**src/rtl/stage_if.sv**
```systemverilog
// ============================================================================
//  Module   : stage_if
//  Brief    : Instruction fetch stage with a Wishbone-classic master and a
//             2-entry instruction/PC FIFO feeding the decode stage.
//  Revision : 1.0
// ============================================================================
`default_nettype none

module stage_if #(
   parameter logic [31:0] RESET_ADDR = 32'h8000_0000,
   parameter logic [31:0] NOP_INST   = 32'h0000_0013
) (
   input  logic        clk_i,
   input  logic        rst_i,
   output logic [31:0] iwbm_addr_o,
   output logic        iwbm_cyc_o,
   output logic        iwbm_stb_o,
   input  logic [31:0] iwbm_dat_i,
   input  logic        iwbm_ack_i,
   input  logic        iwbm_err_i,
   input  logic        branch_taken_i,
   input  logic [31:0] branch_target_i,
   input  logic        trap_i,
   input  logic [31:0] trap_addr_i,
   input  logic        stall_i,
   output logic [31:0] instruction_o,
   output logic [31:0] pc_o,
   output logic        valid_o,
   output logic        e_inst_addr_misaligned_o,
   output logic        e_inst_access_fault_o
);

   localparam logic [1:0] S_FETCH = 2'd0;
   localparam logic [1:0] S_WAIT  = 2'd1;
   localparam logic [1:0] S_KILL  = 2'd2;
   localparam logic [1:0] S_HALT  = 2'd3;

   logic [1:0]  state_q, state_d;
   logic [31:0] pc_q, pc_d;
   logic [31:0] addr_q, addr_d;
   logic [1:0]  count_q, count_d;
   logic        rd_q, rd_d;
   logic        wr_q, wr_d;
   logic [31:0] ent_inst_q [2];
   logic [31:0] ent_pc_q   [2];
   logic        ent_mis_q  [2];
   logic        ent_flt_q  [2];

   logic        redirect;
   logic [31:0] target;
   logic [31:0] base_pc;
   logic        outst;
   logic        done;
   logic        push_bus;
   logic        push_mis;
   logic        push;
   logic        pop;
   logic [1:0]  cnt_base;
   logic        wr_idx;
   logic [31:0] new_inst;
   logic [31:0] new_pc;
   logic        new_mis;
   logic        new_flt;

   // State register. Reset parks in WAIT so the first request rises one edge later.
   always_ff @(posedge clk_i or posedge rst_i) begin
      if (rst_i) begin
         state_q <= S_WAIT;
         pc_q    <= RESET_ADDR;
         addr_q  <= RESET_ADDR;
         count_q <= 2'd0;
         rd_q    <= 1'b0;
         wr_q    <= 1'b0;
         for (int i = 0; i < 2; i++) begin
            ent_inst_q[i] <= NOP_INST;
            ent_pc_q[i]   <= 32'd0;
            ent_mis_q[i]  <= 1'b0;
            ent_flt_q[i]  <= 1'b0;
         end
      end else begin
         state_q <= state_d;
         pc_q    <= pc_d;
         addr_q  <= addr_d;
         count_q <= count_d;
         rd_q    <= rd_d;
         wr_q    <= wr_d;
         if (push) begin
            ent_inst_q[wr_idx] <= new_inst;
            ent_pc_q[wr_idx]   <= new_pc;
            ent_mis_q[wr_idx]  <= new_mis;
            ent_flt_q[wr_idx]  <= new_flt;
         end
      end
   end

   // Next-state: a redirect flushes the FIFO and replaces the fetch PC; any
   // completion seen during a redirect or in KILL is discarded.
   always_comb begin
      redirect = trap_i | branch_taken_i;
      target   = trap_i ? trap_addr_i : branch_target_i;
      base_pc  = redirect ? target : pc_q;
      outst    = (state_q == S_FETCH) || (state_q == S_KILL);
      done     = outst & (iwbm_ack_i | iwbm_err_i);
      push_bus = (state_q == S_FETCH) & done & ~redirect;
      pop      = (count_q != 2'd0) & ~stall_i & ~redirect;
      cnt_base = redirect ? 2'd0 : (count_q - {1'b0, pop} + {1'b0, push_bus});
      state_d  = state_q;
      pc_d     = base_pc;
      addr_d   = addr_q;
      push_mis = 1'b0;
      if (outst && !done) begin
         state_d = redirect ? S_KILL : state_q;
      end else if (push_bus && iwbm_err_i) begin
         state_d = S_HALT;
      end else if ((state_q == S_HALT) && !redirect) begin
         state_d = S_HALT;
      end else if (cnt_base <= 2'd1) begin
         if (base_pc[1:0] != 2'b00) begin
            push_mis = 1'b1;
            state_d  = S_HALT;
         end else begin
            state_d = S_FETCH;
            addr_d  = base_pc;
            pc_d    = base_pc + 32'd4;
         end
      end else begin
         state_d = S_WAIT;
      end

      push    = push_bus | push_mis;
      wr_idx  = redirect ? 1'b0 : wr_q;
      rd_d    = redirect ? 1'b0 : (rd_q ^ pop);
      wr_d    = wr_idx ^ push;
      count_d = cnt_base + {1'b0, push_mis};

      if (push_bus) begin
         new_inst = iwbm_err_i ? NOP_INST : iwbm_dat_i;
         new_pc   = addr_q;
         new_mis  = 1'b0;
         new_flt  = iwbm_err_i;
      end else begin
         new_inst = NOP_INST;
         new_pc   = base_pc;
         new_mis  = 1'b1;
         new_flt  = 1'b0;
      end
   end

   // Outputs
   always_comb begin
      iwbm_cyc_o               = outst;
      iwbm_stb_o               = outst;
      iwbm_addr_o              = addr_q;
      valid_o                  = (count_q != 2'd0);
      instruction_o            = valid_o ? ent_inst_q[rd_q] : NOP_INST;
      pc_o                     = valid_o ? ent_pc_q[rd_q] : 32'd0;
      e_inst_addr_misaligned_o = valid_o & ent_mis_q[rd_q];
      e_inst_access_fault_o    = valid_o & ent_flt_q[rd_q];
   end

endmodule

`default_nettype wire

```
**config.mk**
```make
export PLATFORM = sky130hd
export DESIGN_NAME = stage_if
export DESIGN_NICKNAME = d
export VERILOG_FILES = /design/src/rtl/stage_if.sv
export SDC_FILE = /design/constraint.sdc
export NUM_CORES = 1
export LEC_CHECK = 0
export CORE_UTILIZATION = 52
export DETAILED_ROUTE_END_ITERATION = 8
export GPL_TIMING_DRIVEN = 0
export PLACE_DENSITY = 0.89
export SLEW_MARGIN = 25
export SYNTH_ARGS = -nofsm -noshare
export SYNTH_HDL_FRONTEND = slang
export SYNTH_SLANG_ARGS = --single-unit
```
**constraint.sdc**
```tcl
create_clock -name clk_i -period 7.3 [get_ports clk_i]
set_clock_uncertainty 0.1 [all_clocks]
set_input_delay 0.73 -clock clk_i [delete_from_list [all_inputs] [get_ports clk_i]]
set_output_delay 0.73 -clock clk_i [all_outputs]
set_load 0.005 [all_outputs]
```
==> results by stage <==
Setup path:
- The critical path data required time is roughly 7.6 ns.
- The critical path startpoint category is an input port.
- Setup slack on the worst reg-to-reg path comes out at ~3.1 ns.
- The worst stage delay on the critical path is 0.62 ns.
- The depth of the worst register-to-register path is 14.
- The slowest library cell on the worst path is sky130_fd_sc_hd__clkdlybuf4s50_1.
- The signal on the critical path passes through clkdlybuf4s50_1, nor2_1, nor4_1, inv_1, ha_1, inv_1, ha_1, xnor3_1, o21ai_1, nor3_1, or2_2, ha_1, clkbuf_1, clkbuf_1, nand3_1, o21ai_0.
- The capture instance of the worst register-to-register path is ent_inst_q[37]$_DFFE_PP0P_.
- The worst endpoint data arrival time is 4.90 ns.
- In this run the critical register-to-register path is launched from state_q[1]$_DFFE_PP0P_.
- The kind of critical path is input port to flop.
- The worst-path maximum fanout is 10.
- The category of the worst setup path capture point is a flop.
- Among the stages of the critical path, the cell type that occurs most often is sky130_fd_sc_hd__ha_1.

STA:
- Measured against its own limit, the worst slew margin works out to 0.4745.
- At the pin with the least slew margin, the transition time is 0.7663 ns.
- Setup violations remaining at the end of the flow were counted as 0.
- In the post-route analysis, the smallest setup slack over all paths is about 2.7 ns.
- The final-report hold violation count came to 0.
- The final number of max-transition violations came to 0.
- Final hold analysis gives a worst-case slack of 0.3972 ns.
- Of the available clock period, the critical path in the final layout requires 0.6293.
- Setup repair after global routing left no endpoint under its margin.
- The maximum clock frequency is 0.2177 GHz.
- Counting I/O delays and the setup requirement, the final critical path takes 4.594 ns.

Detailed routing:
- The count of unresolved DRC violations after routing is 0.
- The remaining antenna violation count after routing is 0.
- After detailed routing, the number of vias per cell comes to around 5.7.
- The first detailed-routing pass ran for 5 iterations.
- After detailed routing, the average wire length per cell comes to between 15 and 20 microns.
- The initial DRC count is ~730.
- Wires add up to 28580 microns.
- The count of vias placed by the detailed router is 8782.

CTS:
- The total setup buffers inserted after CTS is 0.
- The total CTS buffers is 21.
- TritonCTS built the clock tree.
- For the worst-skew pair, the clock arrives at the later sink with an insertion delay of 0.50 ns.
- The CTS sink count is a little over 200.
- The total of hold buffers inserted after clock tree synthesis is 0.
- The H-tree depth is 1.
- The root buffer cell chosen for the clock tree is sky130_fd_sc_hd__clkbuf_16.
- The quantity of gates resized following cts is 0.
- Clock-pin slew was measured on the worst setup and hold paths at ~0.060 ns.
- The clock passes through at most 3 buffers.

Global routing:
- The number of antenna violations at the first check in global routing was 0.
- The wire length of the first global-routing pass is between 40000 and 50000 microns.
- The number of global-route vias before repair came to between 8k and 9k.
- The global-route congestion overflow total is 0.
- The global-route usage over all layers is 0.2976.
- The maximum number of pins on one net before global-route repair is 104.

Floorplanning:
- For this design the top-level I/O count stands at ~200.
- In this run the core area contains 50 standard-cell rows.
- The height of the chip is 140.3 microns.
- The region available for standard cell placement spans about 19000 sq um.
- For this configuration, the core starts out at a cell density of 0.5314.
- The floorplan step set the die width to ~140 microns.
- The area enclosed by the die boundary is 19670 sq um.

Synthesis:
- After synthesis, the share of flip-flops with an asynchronous set or reset is 1.000.
- The number of instances in the synthesized netlist is 1057.
- The leading register cell type out of synthesis is sky130_fd_sc_hd__dfrtp_1.
- The synthesized design contains around 200 register bits.
- The total number of yosys warnings is 0.
- The synthesized netlist contains 43 unique library cells.
- Of the synthesized area, sequential elements account for 0.5097.
- A synthesized cell averages 9.404 sq um.
- When the netlist entered floorplanning its net count stood at roughly 1.2k.
- In this run, synthesis inferred 0 flip-flops with an integrated enable.
- The mapped netlist covers about 9900 sq um.

Power:
- The switching share of power is 0.3231.
- The standby leakage power is 0.005181 uW.
- The worst-case vdd ir drop is 0.0001749 V.
- The share of power burned in registers is 0.420.
- The cell internal power dissipation is ~2600 uW.
- In this run the power spent charging and discharging nets is 1219 uW.
- The total design power is 3772 uW.
- The share of total power dissipated in the clock network is 0.278.
- The combinational share of power is 0.302.
- The power per standard cell area is 291.5 nW/um^2.

Placement:
- Prior to clock tree synthesis, the placed netlist has a worst setup slack of 2.370 ns.
- The count of buffers added on input and output ports is 201.
- The routability congestion estimate from global placement is about 0.9.
- Including well taps, the total number of placed cells is 1493.
- The placed wire-length estimate after detailed placement is 20030 microns.

Finish:
- The count of fill cells added during filler insertion is 1387.
- The most common cell after layout, fill and taps aside is sky130_fd_sc_hd__clkdlybuf4s50_1.
- The antenna cell count is 0.
- The library cells used most frequently in the layout, excluding fill and tap cells, are sky130_fd_sc_hd__clkdlybuf4s50_1 (201), sky130_fd_sc_hd__dfrtp_1 (193), sky130_fd_sc_hd__nor2_1 (189).
- The area added between synthesis and finish is 30.20%.
- The count of non-filler cells in the finished layout is 1530.
- The final layout contains 1391 nets.
- Measured on the finished design, the core utilization comes to 0.6918.
- Of the cells placed in the final design, the portion with a size suffix greater than 1 is 0.07485.

Flow run:
- The tool flagged a number of max-cap violations equal to 0.

Min path:
- The startpoint of the tightest hold check path is ent_inst_q[4]$_DFFE_PP1P_.
- The number of cells traversed by the worst hold path is 2.
- The class of the tightest hold or removal check is flop to flop.
- The worst min-delay path endpoint is ent_inst_q[4]$_DFFE_PP1P_.

Run status:
- The run finished with clean final reports.
## worst max-delay path, delay by kind of cell
kind	cells	cell delay, ns
AND/OR/NAND/NOR	5	1.09
XOR/XNOR	1	0.23
AO/OA/AOI/OAI	2	0.23
buffers and inverters	5	1.80
adder cells (fa/ha/maj)	3	0.82
## layer usage
layer / GRT usage / vias up / part of all wire
met5: 0 / - / 0
met4: 0.09543 / 0 / 0.023
met3: 0.04068 / 60 / 0.081
met2: 0.5097 / 436 / 0.49
met1: 0.3922 / 4305 / 0.40
li1: - / 3981 / -
## layout make-up
type                            count  area, sq um  area share
Sequential cell                   202         5066      0.3915
Multi-Input combinational cell    710         4289      0.3314
Timing Repair Buffer              202         2039      0.1576
Clock buffer                       32        606.8     0.04689
Buffer                             77        329.1     0.02543
Tap cell                          234        292.8     0.02262
Inverter                           68        262.8     0.02030
Clock inverter                      5        55.05    0.004254
## worst max-delay path by stage
stage                           from                         end  slack (ns)  cells past startpoint
final                     iwbm_err_i  ent_inst_q[37]$_DFFE_PP0P_        2.71                     16
after global routing      iwbm_err_i  ent_inst_q[37]$_DFFE_PP0P_        2.33                     16
after CTS                 iwbm_err_i    ent_pc_q[15]$_DFFE_PP0P_        2.80                     16
after detailed placement  iwbm_err_i  ent_inst_q[60]$_DFFE_PP0P_        2.37                     15
after global placement         rst_i          pc_q[20]$_DFF_PP0_       -1.36                      2
after floorplan                rst_i        count_q[0]$_DFF_PP0_        0.97                      1
## Yosys cell counts, drive strengths merged (14+ instances only)
cell type    n  area (sq um)
dfrtp      193          4830
nor2       189         709.4
a21oi      107         535.5
mux2i      102          1021
o21ai       92         460.4
inv         68         255.2
nand3       59         295.3
clkbuf      53         200.2
nand2       42         157.7
xnor2       30         262.8
mux2        28         315.3
buf         24         128.9
nor4        14         155.1
## logic make-up (layout without fill, tap and decap cells)
kind of cell | Yosys count | count (layout) | synth area share
AOI/OAI and AO/OA | 203 | 203 | 0.1035
xor gates and xnor gates | 32 | 32 | 0.02958
adders and majority gates | 6 | 6 | 0.007553
buffers and inverters | 145 | 384 | 0.05879
DFF | 202 | 202 | 0.5097
muxes | 130 | 130 | 0.1344
and+or+nand+nor | 339 | 339 | 0.1565
## per-stage QoR
| stage | setup TNS (ns) | area, sq um |
|---|---|---|
| after CTS | 0 | 12940 |
| after global placement | -258.50 | 12240 |
| final | 0 | 12940 |
| after detailed placement | 0 | 12280 |
| after global routing | 0 | 12940 |
| after floorplan | 0 | 9940 |
## power by group through the flow
stage                     sequential, uW  combinational [uW]  clock (uW)
final                               1580                1140        1050
after global routing                1610                1240        1100
after CTS                           1570                1140        1060
after detailed placement            1590                1120           0
after global placement              1570                1080           0
after floorplan                     1550                 557           0
## sequential cells by signal, indices dropped and copies added (netlist names)
register and flops:
rd_q 1, wr_q 1, state_q 2, ent_mis_q 2
ent_flt_q 2, ent_inst_q 64, pc_q 32, iwbm_addr_o 32
count_q 2, ent_pc_q 64
(Power assumes the default switching activity.)
